**config.mk**
```make
export PLATFORM = sky130hd
export DESIGN_NAME = apu_dmc
export DESIGN_NICKNAME = d
export VERILOG_FILES = /design/src/rtl/apu_dmc.sv
export SDC_FILE = /design/constraint.sdc
export NUM_CORES = 1
export LEC_CHECK = 0
export ABC_AREA = 1
export CELL_PAD_IN_SITES_DETAIL_PLACEMENT = 2
export CELL_PAD_IN_SITES_GLOBAL_PLACEMENT = 2
export CORE_ASPECT_RATIO = 1.5
export CORE_MARGIN = 2
export CORE_UTILIZATION = 33
export DETAILED_ROUTE_END_ITERATION = 6
export PLACE_DENSITY_LB_ADDON = 0.08
export SLEW_MARGIN = 20
export SYNTH_ARGS = -nofsm -noshare
export SYNTH_HDL_FRONTEND = slang
export SYNTH_SLANG_ARGS = --single-unit
```
**constraint.sdc**
```tcl
create_clock -name clk -period 4.1 [get_ports clk]
set_input_delay 0.82 -clock clk [delete_from_list [all_inputs] [get_ports clk]]
set_output_delay 0.82 -clock clk [all_outputs]
set_load 0.01 [all_outputs]
```
**src/rtl/apu_dmc.sv**
```systemverilog
// apu_dmc: APU delta-modulation channel.
//
// Fetches 1-bit delta sample bytes over a request/acknowledge DMA port into a
// small prefetch FIFO, and plays them out as a stepped output level.
//
// Ports:
//   clk, rst        system clock, synchronous active-high reset
//   apu_cycle       one-clk pulse per APU cycle (output timer tick)
//   en              channel enable ($4015 bit 4)
//   enable_write    pulse on any $4015 write
//   reg_ctrl        $4010: [7] irq_en, [6] loop, [3:0] rate
//   reg_direct      $4011: [6:0] direct level load value
//   reg_addr        $4012: sample start address
//   reg_length      $4013: sample length
//   ctrl_update     pulse, reg_ctrl was written
//   direct_update   pulse, reg_direct was written
//   dma_req         byte fetch request, held until dma_ack
//   dma_addr        fetch address, stable while dma_req is high
//   dma_ack         one-clk acknowledge, dma_data valid in the same clk
//   dma_data        fetched byte
//   irq             DMC interrupt flag
//   active          bytes remain to be fetched
//   sample          output level for the mixer
module apu_dmc #(
    parameter int unsigned OUT_WIDTH  = 7,
    parameter int unsigned FIFO_DEPTH = 1
) (
    input  logic                 clk,
    input  logic                 rst,
    input  logic                 apu_cycle,
    input  logic                 en,
    input  logic                 enable_write,
    input  logic [7:0]           reg_ctrl,
    input  logic [7:0]           reg_direct,
    input  logic [7:0]           reg_addr,
    input  logic [7:0]           reg_length,
    input  logic                 ctrl_update,
    input  logic                 direct_update,
    output logic                 dma_req,
    output logic [15:0]          dma_addr,
    input  logic                 dma_ack,
    input  logic [7:0]           dma_data,
    output logic                 irq,
    output logic                 active,
    output logic [OUT_WIDTH-1:0] sample
);

    localparam int unsigned PTR_W = (FIFO_DEPTH > 1) ? $clog2(FIFO_DEPTH) : 1;
    localparam int unsigned CNT_W = $clog2(FIFO_DEPTH + 1);
    // One delta step is 2 units of the 7-bit NES level, scaled to OUT_WIDTH.
    localparam logic [OUT_WIDTH-1:0] STEP = OUT_WIDTH'(2 << (OUT_WIDTH - 7));
    localparam logic [OUT_WIDTH-1:0] MAX_LEVEL = '1;

    typedef enum logic [0:0] {StIdle, StReq} state_t;

    state_t           state;
    logic [15:0]      cur_addr;
    logic [11:0]      bytes_remaining;
    logic [7:0]       timer;
    logic [7:0]       shift;
    logic [3:0]       bits_remaining;
    logic             silence;
    logic [OUT_WIDTH-1:0] level;

    logic [7:0]       fifo_mem [FIFO_DEPTH];
    logic [PTR_W-1:0] wr_ptr;
    logic [PTR_W-1:0] rd_ptr;
    logic [CNT_W-1:0] fifo_count;

    logic             fifo_full;
    logic             fifo_empty;
    logic             push;
    logic             pop;
    logic             out_clk;
    logic [15:0]      start_addr;
    logic [11:0]      start_len;
    logic [15:0]      next_addr;
    logic [OUT_WIDTH-1:0] direct_level;
    logic             unused_bits;

    function automatic logic [7:0] period_m1(input logic [3:0] rate);
        unique case (rate)
            4'd0:  return 8'd213;
            4'd1:  return 8'd189;
            4'd2:  return 8'd169;
            4'd3:  return 8'd159;
            4'd4:  return 8'd142;
            4'd5:  return 8'd126;
            4'd6:  return 8'd112;
            4'd7:  return 8'd106;
            4'd8:  return 8'd94;
            4'd9:  return 8'd79;
            4'd10: return 8'd70;
            4'd11: return 8'd63;
            4'd12: return 8'd52;
            4'd13: return 8'd41;
            4'd14: return 8'd35;
            4'd15: return 8'd26;
        endcase
    endfunction

    function automatic logic [PTR_W-1:0] ptr_next(input logic [PTR_W-1:0] p);
        return (p == PTR_W'(FIFO_DEPTH - 1)) ? '0 : p + PTR_W'(1);
    endfunction

    assign start_addr   = 16'hC000 + {2'b00, reg_addr, 6'b000000};
    assign start_len    = {reg_length, 4'b0000} + 12'd1;
    // Sample fetches never leave the upper half of the address space.
    assign next_addr    = (cur_addr == 16'hFFFF) ? 16'h8000 : cur_addr + 16'd1;
    assign direct_level = OUT_WIDTH'(reg_direct[6:0]) << (OUT_WIDTH - 7);
    assign unused_bits  = ^{reg_ctrl[5:4], reg_direct[7]};

    assign fifo_full  = (fifo_count == CNT_W'(FIFO_DEPTH));
    assign fifo_empty = (fifo_count == '0);
    // Only an ack that answers our own request carries a byte.
    assign push       = (state == StReq) && dma_ack;
    assign out_clk    = apu_cycle && (timer == 8'd0);
    assign pop        = out_clk && (bits_remaining == 4'd1) && !fifo_empty;

    assign active = (bytes_remaining != 12'd0);
    assign sample = level;

    // Reader: fetch sequencing, address/length bookkeeping and IRQ.
    always_ff @(posedge clk) begin
        if (rst) begin
            state           <= StIdle;
            dma_req         <= 1'b0;
            dma_addr        <= 16'hC000;
            cur_addr        <= 16'hC000;
            bytes_remaining <= 12'd0;
            irq             <= 1'b0;
        end else begin
            unique case (state)
                StIdle: begin
                    if (bytes_remaining != 12'd0 && !fifo_full) begin
                        state    <= StReq;
                        dma_req  <= 1'b1;
                        dma_addr <= cur_addr;
                    end
                end
                StReq: begin
                    if (dma_ack) begin
                        state   <= StIdle;
                        dma_req <= 1'b0;
                        // A count of zero here means the transfer was cancelled.
                        if (bytes_remaining != 12'd0) begin
                            if (bytes_remaining == 12'd1 && reg_ctrl[6]) begin
                                cur_addr        <= start_addr;
                                bytes_remaining <= start_len;
                            end else begin
                                cur_addr        <= next_addr;
                                bytes_remaining <= bytes_remaining - 12'd1;
                                if (bytes_remaining == 12'd1 && reg_ctrl[7]) begin
                                    irq <= 1'b1;
                                end
                            end
                        end
                    end
                end
            endcase

            // Register writes override the ack bookkeeping of the same clk.
            if (enable_write) begin
                irq <= 1'b0;
                if (!en) begin
                    bytes_remaining <= 12'd0;
                end else if (bytes_remaining == 12'd0) begin
                    cur_addr        <= start_addr;
                    bytes_remaining <= start_len;
                end
            end
            if (ctrl_update && !reg_ctrl[7]) begin
                irq <= 1'b0;
            end
        end
    end

    // Output timer and output unit.
    always_ff @(posedge clk) begin
        if (rst) begin
            timer          <= period_m1(4'd0);
            shift          <= 8'd0;
            bits_remaining <= 4'd8;
            silence        <= 1'b1;
            level          <= '0;
        end else begin
            if (apu_cycle) begin
                timer <= (timer == 8'd0) ? period_m1(reg_ctrl[3:0]) : timer - 8'd1;
            end
            if (out_clk) begin
                if (!silence) begin
                    if (shift[0]) begin
                        if (level <= MAX_LEVEL - STEP) level <= level + STEP;
                    end else begin
                        if (level >= STEP) level <= level - STEP;
                    end
                end
                if (bits_remaining == 4'd1) begin
                    bits_remaining <= 4'd8;
                    if (!fifo_empty) begin
                        shift   <= fifo_mem[rd_ptr];
                        silence <= 1'b0;
                    end else begin
                        shift   <= {1'b0, shift[7:1]};
                        silence <= 1'b1;
                    end
                end else begin
                    bits_remaining <= bits_remaining - 4'd1;
                    shift          <= {1'b0, shift[7:1]};
                end
            end
            if (direct_update) begin
                level <= direct_level;
            end
        end
    end

    // Prefetch FIFO pointers and occupancy.
    always_ff @(posedge clk) begin
        if (rst) begin
            wr_ptr     <= '0;
            rd_ptr     <= '0;
            fifo_count <= '0;
        end else begin
            if (push) wr_ptr <= ptr_next(wr_ptr);
            if (pop)  rd_ptr <= ptr_next(rd_ptr);
            case ({push, pop})
                2'b10:   fifo_count <= fifo_count + CNT_W'(1);
                2'b01:   fifo_count <= fifo_count - CNT_W'(1);
                default: ;
            endcase
        end
    end

    always_ff @(posedge clk) begin
        if (push) fifo_mem[wr_ptr] <= dma_data;
    end

endmodule
```
==> impl_metrics.json <==
{
  "outcome": "finished clean",
  "worst_pin_slew_ns": 0.7189,
  "antennaDiodeCount": 0,
  "holdBufCountCts": 0,
  "cts_tree": "done",
  "initial_utilization_pct": 33.92,
  "finalClockSkew_ns": 0.008929,
  "synth_cells": 722,
  "fmax_ghz": 0.3553,
  "gp_congestion": 0.8558,
  "drc": 0,
  "nNetsFinal": 849,
  "grt_setup_unrepaired": "no",
  "synth_most_common_cell": "nand2_1",
  "hold_viol_final": 0,
  "critPathCaptureType": "output port",
  "ir_drop_v": 0.0003548,
  "cp_max_fo": 7,
  "fillers": 1799,
  "crit_path_start_kind": "register",
  "netlist_top_cells_area": "dfxtp_1 31%, nand2_1 12%, a21oi_1 6.5%",
  "dp_slack_ns": 1.328,
  "synth_area_um2": 4951,
  "synth_commonest_cells": "154 x nand2_1, 82 x nor2_1, 79 x inv_1, 76 x dfxtp_1, 64 x a21oi_1",
  "slew-limit-headroom_pct": 52.07,
  "htree_levels": 3,
  "rows": 54,
  "fp.dieH_um": 154.0,
  "cellLeakagePower_uw": 0.002494,
  "dp_cells": 972,
  "core_area_um2": 14590,
  "firstDrtPassIters": 4,
  "rr_worst_depth": 10,
  "io_buffers": 70,
  "crit_type": "reg -> out",
  "dieArea_um2": 16020,
  "arrival_ns": 1.99,
  "final.setup.worst_slack_ns": 1.286,
  "synth_top_area_share_pct": 30.73,
  "async_flop_share_pct": 0,
  "grt_pass1_wl_mm": 27.88,
  "power.density_nw_per_um2": 574.7,
  "grt_antenna_before_repair": 0,
  "synthFlopType": "dfxtp_1",
  "synth_edf_count": 8,
  "drive_gt1_share_pct": 7.576,
  "finalCritPeriodShare_pct": 68.64,
  "required_ns": 3.28,
  "cts_buffer_depth": 2,
  "die_x_um": 104.0,
  "yosysWarnings": 0,
  "synth_cell_types": 49,
  "clk_pin_slew_ns": 0.06,
  "maxCapViolCount": 0,
  "place_area_um2": 5812,
  "grt_overflow_total": 0,
  "vias": 5124,
  "fin_crit_ns": 2.814,
  "numCtsBuffers": 9,
  "final_area_um2": 6091,
  "postCtsSetupBuffers": 0,
  "synth_top_cell_by_area": "dfxtp_1",
  "routed_wl_mm": 16.61,
  "detail-route-antenna-nets": 0,
  "drt_iter0_drc": 115,
  "hp-class": "reg -> reg",
  "pin_count": 74,
  "dp_hpwl_mm": 12.82,
  "clk_latency_ns": 0.34,
  "syn_nets": 784,
  "reg2reg_slack_ns": 1.98,
  "via_per_inst": 5.186,
  "setup_tns_ns": 0,
  "setup_viol": 0,
  "grt_usage_pct": 21.27,
  "post_cts_resize_count": 0,
  "finalMaxSlewViolations": 0,
  "holdPathStages": 2,
  "first_global_vias": 5710,
  "syn_area_per_cell_um2": 6.857,
  "ys_seq_elements": 84,
  "instances_no_fill": 988,
  "root_buffer": "clkbuf_16",
  "area_growth_pct": 23.02,
  "grt_max_degree": 34,
  "wl_per_cell_um": 16.82,
  "ys_seq_area_share_pct": 35.58,
  "clock_sinks": 84
}
## flip-flops by register name, indices dropped and copies added (netlist names)
register	flops
cur_addr	16
dma_addr	16
bytes_remaining	12
fifo_mem	8
shift	8
timer	8
sample	7
bits_remaining	4
dma_req	1
fifo_count	1
irq	1
silence	1
state	1
## path summary, 6_finish.rpt
check                                                   start                endpoint
worst min-delay path                    shift[4]$_SDFFE_PP0P_   shift[4]$_SDFFE_PP0P_
worst max-delay path            bytes_remaining[0]$_SDFF_PP0_                  active
worst min register to register          shift[4]$_SDFFE_PP0P_   shift[4]$_SDFFE_PP0P_
worst max register to register          timer[1]$_SDFFE_PP0P_  sample[2]$_SDFFE_PP0P_
## metal layers
layer / global-route usage (%) / share of wire, % / routed length (µm) / vias up
met5: 0 / 0 / 0 / -
li1: - / - / - / 2516
met1: 21.97 / 39 / 6540 / 2531
met3: 2.755 / 2.0 / 336 / 14
met2: 44.30 / 57 / 9532 / 63
met4: 4.762 / 1.2 / 205 / 0
## report_power, final
group	internal (µW)	switching, µW
clock	416	360
combinational	553	1070
sequential	974	125
## area by class of cell
type	count	area, µm²	share of cell area, %
multi-input cells	532	2753	45.19
flip-flops and latches	84	1762	28.92
repair buffers	73	723.2	11.87
inverters	87	329.1	5.403
well taps	196	245.2	4.026
clock buffers	10	229.0	3.759
clock inverters	6	50.05	0.8217
## cell families (layout without fill, tap and decap cells)
kind of cell    after synthesis  in the layout  synth area share (%)
xor+xnor                     10             10                 1.769
flops                        84             84                 35.58
compound gates              156            156                 17.16
fa+ha+maj                    14             14                 3.538
buf+inv                     106            176                 8.820
simple gates                352            352                 33.13
## critical path, stage by stage, from the launching register on
cell and delay (ns):
dfxtp_1 0.42, inv_1 0.09, ha_1 0.24, nand2_2 0.15, nor2_8 0.07, nand2_8 0.13
clkdlybuf4s50_1 0.56
## metrics by stage
stage,utilization [%],hold slack [ns],total power (µW)
final,41.74,0.4689,3501
after global routing,41.74,0.5065,3785
after CTS,41.74,0.4741,3555
after detailed placement,39.82,0.4636,2741
after global placement,39.82,0.4481,2642
after floorplan,-,0.4422,2248
## placed cells by master, fill, tap and decap left out, types with 14 or more instances in the layout
master / netlist / layout
ha_1: 14 / 14
nand3_1: 52 / 52
nand4_1: 15 / 15
inv_1: 79 / 79
a21oi_1: 64 / 64
nand2_1: 154 / 154
nor2_1: 82 / 82
clkdlybuf4s50_1: 0 / 70
o21ai_0: 61 / 61
dfxtp_1: 76 / 76
Note: power is estimated with default switching activity, not from simulation.
